===== src/rtl/eeprom_arb_pkg.sv =====
// Shared definitions for the EEPROM access arbiter: FSM encoding, port indices
// and the microsecond-to-cycle conversion used to size the timers.
package eeprom_arb_pkg;

   typedef enum logic [1:0] {
      ST_IDLE      = 2'd0,
      ST_ISSUE     = 2'd1,
      ST_WAIT_DONE = 2'd2,
      ST_RECOVER   = 2'd3
   } arb_state_e;

   localparam logic PORT0 = 1'b0;
   localparam logic PORT1 = 1'b1;

   // Rounds down, but never below one cycle so a counter always exists.
   function automatic int unsigned us_to_cycles(input longint unsigned us,
                                                input longint unsigned freq_hz);
      longint unsigned c;
      c = (us * freq_hz) / 64'd1000000;
      if (c == 64'd0) c = 64'd1;
      return c[31:0];
   endfunction

   localparam int unsigned DEF_RECOVER_CYC = us_to_cycles(64'd5000, 64'd50000000);
   localparam int unsigned DEF_TIMEOUT_CYC = us_to_cycles(64'd2000, 64'd50000000);

endpackage


===== src/rtl/rr_arbiter2.sv =====
// Two-way round-robin grant: the port that did not win last time is preferred.
module rr_arbiter2
   import eeprom_arb_pkg::*;
(
   input  logic       clk_i,
   input  logic       rst_i,
   input  logic [1:0] req_i,
   input  logic       en_i,
   output logic       grant_vld_o,
   output logic       grant_idx_o
);

   logic last_grant_q;
   logic last_grant_d;
   logic pref;

   always_comb begin
      pref         = ~last_grant_q;
      grant_vld_o  = |req_i;
      grant_idx_o  = req_i[pref] ? pref : ~pref;
      last_grant_d = last_grant_q;
      if (en_i && grant_vld_o) last_grant_d = grant_idx_o;
   end

   // Reset to port 1 so port 0 gets the first grant.
   always_ff @(posedge clk_i) begin
      if (rst_i) last_grant_q <= PORT1;
      else       last_grant_q <= last_grant_d;
   end

endmodule


===== src/rtl/eeprom_access_arbiter.sv =====
// Shares one single-byte I2C EEPROM engine between two requesters, one
// transaction at a time, with a done watchdog and post-write recovery delay.
module eeprom_access_arbiter
   import eeprom_arb_pkg::*;
#(
   parameter int unsigned SYS_CLK_FREQ  = 50000000,
   parameter int unsigned WR_RECOVER_US = 5000,
   parameter int unsigned TIMEOUT_US    = 2000,
   parameter logic [6:0]  EQUI_ADDR     = 7'b1010_000
) (
   input  logic       sclk,
   input  logic       rst,
   input  logic [1:0] req,
   input  logic [1:0] req_we,
   input  logic [7:0] req_addr0,
   input  logic [7:0] req_addr1,
   input  logic [7:0] req_wdata0,
   input  logic [7:0] req_wdata1,
   output logic [1:0] ack,
   output logic       ack_err,
   output logic [7:0] rdata,
   output logic       busy,
   output logic [6:0] equi_addr,
   output logic [7:0] reg_addr,
   output logic [7:0] write_byte,
   output logic       write_trigger,
   output logic       read_trigger,
   input  logic       write_done,
   input  logic       read_done,
   input  logic [7:0] read_byte
);

   localparam int unsigned RECOVER_CYC = us_to_cycles(64'(WR_RECOVER_US), 64'(SYS_CLK_FREQ));
   localparam int unsigned TIMEOUT_CYC = us_to_cycles(64'(TIMEOUT_US), 64'(SYS_CLK_FREQ));
   localparam int unsigned MAX_CYC     = (RECOVER_CYC > TIMEOUT_CYC) ? RECOVER_CYC : TIMEOUT_CYC;
   localparam int          CNT_W       = $clog2(MAX_CYC) + 1;

   localparam logic [CNT_W-1:0] RECOVER_LOAD = CNT_W'(RECOVER_CYC - 1);
   localparam logic [CNT_W-1:0] TIMEOUT_LAST = CNT_W'(TIMEOUT_CYC - 1);
   localparam logic [CNT_W-1:0] CNT_ONE      = CNT_W'(1);

   arb_state_e       state_q;
   logic             gnt_q;
   logic             we_q;
   logic [CNT_W-1:0] cnt_q;
   logic [1:0]       ack_q;
   logic             ack_err_q;
   logic [7:0]       rdata_q;
   logic [7:0]       reg_addr_q;
   logic [7:0]       write_byte_q;
   logic             wr_trig_q;
   logic             rd_trig_q;

   logic             grant_en;
   logic             gnt_vld;
   logic             gnt_idx;
   logic             done_match;

   // The cycle that carries an ack is skipped so the acked port's still-high
   // req is not mistaken for a fresh request before it can drop.
   assign grant_en   = (state_q == ST_IDLE) && (ack_q == 2'b00);
   assign done_match = we_q ? write_done : read_done;

   rr_arbiter2 u_rr (
      .clk_i       (sclk),
      .rst_i       (rst),
      .req_i       (req),
      .en_i        (grant_en),
      .grant_vld_o (gnt_vld),
      .grant_idx_o (gnt_idx)
   );

   always_ff @(posedge sclk) begin
      if (rst) begin
         state_q      <= ST_IDLE;
         gnt_q        <= PORT0;
         we_q         <= 1'b0;
         cnt_q        <= '0;
         ack_q        <= 2'b00;
         ack_err_q    <= 1'b0;
         rdata_q      <= 8'h00;
         reg_addr_q   <= 8'h00;
         write_byte_q <= 8'h00;
         wr_trig_q    <= 1'b0;
         rd_trig_q    <= 1'b0;
      end else begin
         ack_q     <= 2'b00;
         ack_err_q <= 1'b0;
         wr_trig_q <= 1'b0;
         rd_trig_q <= 1'b0;
         case (state_q)
            ST_IDLE: begin
               if (grant_en && gnt_vld) begin
                  gnt_q        <= gnt_idx;
                  we_q         <= req_we[gnt_idx];
                  reg_addr_q   <= gnt_idx ? req_addr1 : req_addr0;
                  write_byte_q <= gnt_idx ? req_wdata1 : req_wdata0;
                  wr_trig_q    <= req_we[gnt_idx];
                  rd_trig_q    <= ~req_we[gnt_idx];
                  state_q      <= ST_ISSUE;
               end
            end
            ST_ISSUE: begin
               cnt_q   <= '0;
               state_q <= ST_WAIT_DONE;
            end
            ST_WAIT_DONE: begin
               if (done_match) begin
                  ack_q[gnt_q] <= 1'b1;
                  if (we_q) begin
                     cnt_q   <= RECOVER_LOAD;
                     state_q <= ST_RECOVER;
                  end else begin
                     rdata_q <= read_byte;
                     state_q <= ST_IDLE;
                  end
               end else if (cnt_q == TIMEOUT_LAST) begin
                  // Engine state is unknown after a timeout, so back off as if a write happened.
                  ack_q[gnt_q] <= 1'b1;
                  ack_err_q    <= 1'b1;
                  cnt_q        <= RECOVER_LOAD;
                  state_q      <= ST_RECOVER;
               end else begin
                  cnt_q <= cnt_q + CNT_ONE;
               end
            end
            ST_RECOVER: begin
               if (cnt_q == '0) state_q <= ST_IDLE;
               else             cnt_q   <= cnt_q - CNT_ONE;
            end
            default: state_q <= ST_IDLE;
         endcase
      end
   end

   assign ack           = ack_q;
   assign ack_err       = ack_err_q;
   assign rdata         = rdata_q;
   assign busy          = (state_q != ST_IDLE);
   assign equi_addr     = EQUI_ADDR;
   assign reg_addr      = reg_addr_q;
   assign write_byte    = write_byte_q;
   assign write_trigger = wr_trig_q;
   assign read_trigger  = rd_trig_q;

endmodule


===== config.mk =====
export PLATFORM = sky130hd
export DESIGN_NAME = eeprom_access_arbiter
export DESIGN_NICKNAME = d
export VERILOG_FILES = /design/src/rtl/eeprom_arb_pkg.sv /design/src/rtl/rr_arbiter2.sv /design/src/rtl/eeprom_access_arbiter.sv
export SDC_FILE = /design/constraint.sdc
export NUM_CORES = 1
export LEC_CHECK = 0
export CORE_MARGIN = 2
export CORE_UTILIZATION = 49
export DETAILED_ROUTE_END_ITERATION = 12
export GPL_ROUTABILITY_DRIVEN = 0
export GPL_TIMING_DRIVEN = 1
export MAX_ROUTING_LAYER = met4
export PLACE_DENSITY = 0.86
export SYNTH_ARGS = -nofsm -noshare
export SYNTH_HDL_FRONTEND = slang
export SYNTH_SLANG_ARGS = --single-unit
export TNS_END_PERCENT = 30

===== constraint.sdc =====
create_clock -name sclk -period 2.75 [get_ports sclk]
set_clock_uncertainty 0.15 [all_clocks]
set_input_delay 0.4125 -clock sclk [delete_from_list [all_inputs] [get_ports sclk]]
set_output_delay 0.4125 -clock sclk [all_outputs]
set_load 0.03 [all_outputs]

==> impl_metrics.csv, run 1 <==
group,metric,value,unit
floorplanning,die_h,84.2,µm
layout,syn_to_final_growth,29.7,%
logic_synthesis,async_flop_share,0,%
detailed_routing,wl,8.94,mm
status,status,"finished clean",
cts,cts_tree,"built",
sta,fin_crit,2.59,ns
worst_setup_path,start_kind,"register",
sta,fin_setup_tns,0,ns
sta,setup_viol,0,
cts,clockRootBuffer,"clkbuf_8",
pwr,p_leak,1.50,nW
global_routing,grt_max_degree,35,
sta,rsz0062_at_grt,"false",
job,drv_cap,0,
detailed_routing,vias,3284,
floorplanning,design.die.area,7090,µm²
detailed_routing,viasPerCell,6.10,
sta,setup_slack,0.157,ns
global_routing,track_usage,25.9,%
worst_setup_path,worst_setup_path_end_kind,"output port",
global_routing,grt_overflow,0,
global_routing,antenna_found_initial,0,
placement,io_buffers,77,
sta,worstMarginPinSlew,0.707,ns
detailed_routing,ant_nets,0,
placement,place_area,3970,µm²
logic_synthesis,ys_seq_area_share,33.7,%
cts,holdBufCountCts,0,
logic_synthesis,synth.top_cell.area_share,33.7,%
hold_path,hp-class,"register to register",
logic_synthesis,synthTopCellsByArea,"dfxtp_1, mux2i_1, nor2_1, a211oi_1, nand2_1",
cts,clock_path_buffers,2,
sta,finalHoldViolations,0,
logic_synthesis,synth-edff-count,0,
logic_synthesis,synth_flop_cell,"dfxtp_1",
global_routing,first_global_vias,3188,
cts,post-cts-setup-buffers,0,
floorplanning,core-area,6280,µm²
detailed_routing,post-route-drc-count,0,
detailed_routing,drt_iter0_drc,317,
layout,design_area,4090,µm²
layout,drive_gt1_share,7.16,%
worst_setup_path,crit_type,"register to output port",
cts,clock_sinks,53,
cts,cts_resized,0,
cts,insertion_delay,0.31,ns
sta,min_period_over_period,94.3,%
logic_synthesis,syn_inst,395,
placement,pre_cts_ws,0.340,ns
detailed_routing,drt_first_pass_iters,5,
sta,report.final.slew_viol_count,0,
detailed_routing,avgRoutedWirePerCell,16.6,µm
worst_setup_path,crit_arrival,2.03,ns
pwr,ir_drop,396,µV
floorplanning,rows,29,
floorplanning,io_pins,85,
logic_synthesis,synth_cell_types,66,
sta,slew_headroom,52.8,%
pwr,powerDensity,663,nW/µm²
layout,final_nets,511,
logic_synthesis,syn_area,3150,µm²
layout,n_antenna_cell,0,
floorplanning,die_w,84.2,µm
cts,cts_buffers,5,
placement,place_hpwl,6.55,mm
layout,post-route-util,65.1,%
global_routing,grt_pass1_wl,14.8,mm
logic_synthesis,ys_seq_elements,53,
logic_synthesis,yosysWarnings,0,
logic_synthesis,synth_largest_area_cell,"dfxtp_1",
logic_synthesis,syn_area_per_cell,7.98,µm²
sta,fmax,0.386,GHz
cts,cts_max_level,2,
worst_setup_path,required,2.19,ns
worst_setup_path,cp_max_fo,20,
floorplanning,initial_core_util,50.2,%
cts,clk_pin_slew,0.10,ns
Yosys cell counts (all sizes together) (2+ instances only):
master and count:
nor2 54, dfxtp 53, nand2 29, mux2i 27
a21oi 20, a211oi 19, o21ai 19, clkbuf 18
buf 17, nor3 17, nand3 11, inv 10
nand4 7, a31oi 6, and3 6, nor4 5
o31ai 5, or3 5, nor2b 4, o22ai 4
or2 4, xnor2 4, and2 3, ha 3
nor4b 3, o211ai 3, o311ai 3, a21boi 2
a21o 2, a41oi 2, and4 2, and4b 2
conb 2, nand2b 2, o32a 2, o32ai 2
xor2 2
worst paths after layout:
kind,start,to,slack (ns),cells after the start
worst max-delay path,state_q[0],busy,0.16,2
worst min register to register,gnt_q,ack[0],0.32,1
worst max register to register,cnt_q[12],cnt_q[1],0.28,6
worst min-delay path,gnt_q,ack[0],0.32,1
logic make-up after synthesis:
| group | synth area share (%) |
|---|---|
| other | 0.238 |
| adders and majority gates | 1.19 |
| and+or+nand+nor | 25.5 |
| DFF | 33.7 |
| muxes | 8.57 |
| AOI/OAI and AO/OA | 22.5 |
| buffers and inverters | 6.59 |
| xor gates and xnor gates | 1.67 |
final cells by class:
type	count	area (µm²)
multi-input cells	301	1910
clock buffers	7	86.3
well taps	77	96.3
repair buffers	88	866
clock inverters	1	30.0
fillers	525	2190
inverters	11	41.3
flip-flops and latches	53	1060
power breakdown:
group / internal [mW] / total (mW) / switching, mW / leakage (nW)
registers: 0.866 / 0.970 / 0.104 / 0.434
clock network: 0.297 / 0.557 / 0.260 / 0.0585
logic: 0.491 / 1.18 / 0.692 / 1.01
layout by cell type, fill, tap and decap left out, types with 6 or more instances in the layout:
master / count
a211oi_1: 17
a21oi_1: 20
and3_1: 6
buf_4: 10
clkbuf_8: 6
clkdlybuf4s50_1: 77
conb_1: 7
dfxtp_1: 53
inv_1: 10
mux2i_1: 27
nand2_1: 28
nand3_1: 11
nand4_1: 7
nor2_1: 53
nor3_1: 15
o21ai_0: 10
o21ai_1: 8
flip-flops by register name, summed over array words and instances, names as in the netlist:
name               count
rdata                  8
u_rr.last_grant_q      1
write_byte             8
ack_err                1
cnt_q                 19
gnt_q                  1
ack                    2
read_trigger           1
we_q                   1
reg_addr               8
write_trigger          1
state_q                2
worst max-delay path, stage by stage, from the launching register on:
cell and delay, ns:
dfxtp_1 0.79, or2_1 0.23, clkdlybuf4s50_1 0.69
metrics by stage:
step / power (mW) / hold slack (ns) / cells
after floorplan: 1.76 / 0.267 / 400
after global placement: 2.11 / 0.291 / 530
after detailed placement: 2.14 / 0.295 / 530
after CTS: 2.70 / 0.317 / 538
after global routing: 2.85 / 0.345 / 538
final: 2.71 / 0.315 / 538
layer usage:
metal | global-route usage (%) | wire length, µm
met1 | 32.9 | 3670
met2 | 40.9 | 4200
met3 | 5.11 | 811
met4 | 9.38 | 255
met5 | - | 0
(Power assumes the default switching activity.)
==> run 2, diff against run 1 <==
ABC_AREA = 1   (was not set)
PLACE_DENSITY = 0.85   (was 0.86)
==> run 2 against run 1 <==
Compared with the run above: count of clock-buffer cells in the layout shrank 1; total power up 41%; synthesized area rose by 3.9%; the flow now finishes with violations (DRC); setup slack improved by 0.23 ns; global-route usage grew 0.86 points; synthesized cell count grew 32%; fmax is 10% higher; sequential cell count unchanged.
==> impl_metrics.csv, run 2 <==
group,metric,value,unit
worst_setup_path,start_kind,"register",
floorplanning,rows,29,
layout,layout.cells.most_common,"nand2_1",
cts,cts_buffers,5,
detailed_routing,post-route-drc-count,2,
detailed_routing,wl,9.47,mm
cts,clock_sinks,53,
layout,n_fill_cell,579,
detailed_routing,wl_met3,847,µm
pwr,powerDensity,930,nW/µm²
global_routing,antenna_found_initial,0,
detailed_routing,routed.top_layer,"met4",
layout,largest_reg_flops,19,
hold_path,min_from,"gnt_q",
hold_path,hp-class,"register to register",
layout,final-instance-count-excl-fill,665,
floorplanning,die_h,85.8,µm
global_routing,grt_max_degree,21,
pwr,swShare,49.6,%
sta,finalHoldViolations,0,
pwr,switching_power,1.89,mW
logic_synthesis,synthMostInstantiatedCell,"nand2_1",
logic_synthesis,async_flop_share,0,%
logic_synthesis,syn_inst,523,
pwr,p_leak,1.70,nW
sta,slew_headroom,63.6,%
logic_synthesis,synth_largest_area_cell,"dfxtp_1",
pwr,power.share.clock,12.1,%
cts,clk_pin_slew,0.11,ns
worst_setup_path,timing.critical_path.mode_cell,"nor2_1",
logic_synthesis,synth_flop_cell,"dfxtp_1",
floorplanning,die_w,85.8,µm
layout,n_antenna_cell,0,
hold_path,hold_path_depth,2,
worst_setup_path,crit_path_max_incr_delay,0.48,ns
sta,fin_setup_tns,0,ns
floorplanning,io_pins,85,
cts,post-cts-setup-buffers,0,
cts,cts_max_level,2,
global_routing,first_global_vias,3350,
logic_synthesis,synth.top_cell.area_share,32.4,%
sta,worstMarginPinSlew,0.543,ns
detailed_routing,drt_first_pass_iters,10,
worst_setup_path,crit_path_cell_trace,"nor2_2 > nand2_1 > nor2_1 > nand3_1 > o21bai_4 > nor2_1 > o21ai_1 > nor2_1 > nor2_1",
pwr,p_seq_share,30.1,%
worst_setup_path,rrSetupSlack,0.39,ns
logic_synthesis,syn_area_per_cell,6.26,µm²
job,drv_cap,0,
logic_synthesis,ys_seq_elements,53,
sta,fin_crit,2.36,ns
detailed_routing,drt_iter0_drc,309,
hold_path,whs_endpoint,"ack[1]",
pwr,intPower,1.92,mW
global_routing,grt_pass1_wl,15.5,mm
placement,numPlacedInstances,657,
detailed_routing,vias,3686,
status,status,"finished with violations",
detailed_routing,wl_met1,4.03,mm
layout,regArea,1060,µm²
floorplanning,initial_core_util,51.0,%
floorplanning,core-area,6420,µm²
worst_setup_path,crit_arrival,2.47,ns
worst_setup_path,worst_setup_path_end_kind,"register",
logic_synthesis,ys_seq_area_share,32.4,%
floorplanning,design.die.area,7350,µm²
global_routing,grt_overflow,0,
layout,top_register,"cnt_q",
logic_synthesis,synthTopCellsByArea,"dfxtp_1, nand2_1, a21oi_1, nor2_1, o21ai_0",
worst_setup_path,cp_max_fo,17,
layout,multi_input_area,1850,µm²
sta,rsz0062_at_grt,"false",
layout,syn_to_final_growth,25.3,%
sta,min_period_over_period,85.8,%
worst_setup_path,slowest_stage,"o21bai_4",
cts,cts_tree,"built",
placement,io_buffers,77,
detailed_routing,ant_nets,0,
worst_setup_path,worstSetupStartpoint,"cnt_q[8]",
cts,clockRootBuffer,"clkbuf_8",
pwr,share_comb_of_total_power,57.8,%
layout,drive_gt1_share,4.42,%
cts,holdBufCountCts,0,
logic_synthesis,synth-edff-count,0,
worst_setup_path,r2r-end,"cnt_q[14]",
status,violations,"DRC",
worst_setup_path,crit_type,"register to register",
logic_synthesis,syn_area,3280,µm²
worst_setup_path,ff2ff_path_depth,9,
cts,cts_resized,0,
placement,place_hpwl,6.94,mm
logic_synthesis,synth_cell_types,38,
detailed_routing,dr_wl_met2,4.41,mm
detailed_routing,viasPerCell,5.54,
logic_synthesis,synth_common_cells,"nand2_1, nor2_1, a21oi_1, dfxtp_1, o21ai_0",
worst_setup_path,required,2.86,ns
layout,final_nets,638,
detailed_routing,avgRoutedWirePerCell,14.2,µm
worst_setup_path,rr_startpoint,"cnt_q[8]",
layout,mostFrequentLayoutCells,"nand2_1, clkdlybuf4s50_1, nor2_1",
logic_synthesis,yosysWarnings,0,
sta,setup_viol,0,
pwr,ir_drop,573,µV
global_routing,track_usage,26.7,%
sta,fmax,0.424,GHz
cts,clock_path_buffers,2,
sta,report.final.slew_viol_count,0,
cts,insertion_delay,0.32,ns
-- run 2: changes by cell type after synthesis, moves of 12 or more --
cell and delta:
a211oi_1 -17, a21oi_1 +38, inv_1 +35, mux2i_1 -27
nand2_1 +98, nand3_1 +28, nor2_1 +21, nor3_1 -12
o21ai_0 +40
-- run 2: cell type report --
class | count | area share, %
well taps | 77 | 2.35
clock inverters | 2 | 0.335
flip-flops and latches | 53 | 25.8
inverters | 48 | 4.51
repair buffers | 84 | 20.1
multi-input cells | 395 | 45.1
clock buffers | 6 | 1.77
-- run 2: stage by stage --
step	hold slack, ns	area, µm²	worst slack [ns]	total power, mW	util (%)
final	0.332	4110	0.391	3.82	63.9
after global routing	0.339	4110	0.230	4.09	63.9
after CTS	0.330	4110	0.466	3.79	63.9
after detailed placement	0.312	4020	0.377	3.32	62.6
after global placement	0.303	4020	0.432	3.26	62.6
after floorplan	0.274	3290	0.976	2.66	-
-- run 2: logic make-up (layout without fill, tap and decap cells) --
| family | after synthesis | after routing | share of synthesized area [%] |
|---|---|---|---|
| AOI/OAI and AO/OA | 121 | 121 | 19.6 |
| xor gates and xnor gates | 8 | 8 | 2.14 |
| adders and majority gates | 3 | 3 | 1.15 |
| buffers and inverters | 80 | 140 | 11.6 |
| DFF | 53 | 53 | 32.4 |
| other | 2 | 7 | 0.229 |
| and+or+nand+nor | 256 | 256 | 32.9 |
-- run 2: power by group through the flow --
stage                     Combinational [mW]  Clock, mW  Sequential [mW]
final                                   2.21      0.461             1.15
after global routing                    2.41      0.497             1.18
after CTS                               2.18      0.465             1.14
after detailed placement                2.16          0             1.16
after global placement                  2.11          0             1.15
after floorplan                         1.31          0             1.35
-- run 2: critical path: cells and delay by family, from the launching register on --
kind / cells / cell delay, ns
flops: 1 / 0.43
simple gates: 7 / 1.11
compound gates: 2 / 0.59
-- run 2: how the worst max path moves through the flow --
| stage | slack (ns) | endpoint |
|---|---|---|
| final | 0.39 | cnt_q[14] |
| after global routing | 0.23 | cnt_q[14] |
| after CTS | 0.47 | cnt_q[14] |
| after detailed placement | 0.38 | cnt_q[14] |
| after global placement | 0.43 | cnt_q[14] |
| after floorplan | 0.98 | cnt_q[10] |
-- run 2: routing by layer --
metal,global-route usage (%),vias up
met2,42.9,190
met3,7.03,23
met5,-,-
li1,-,1798
met4,7.65,0
met1,33.2,1675
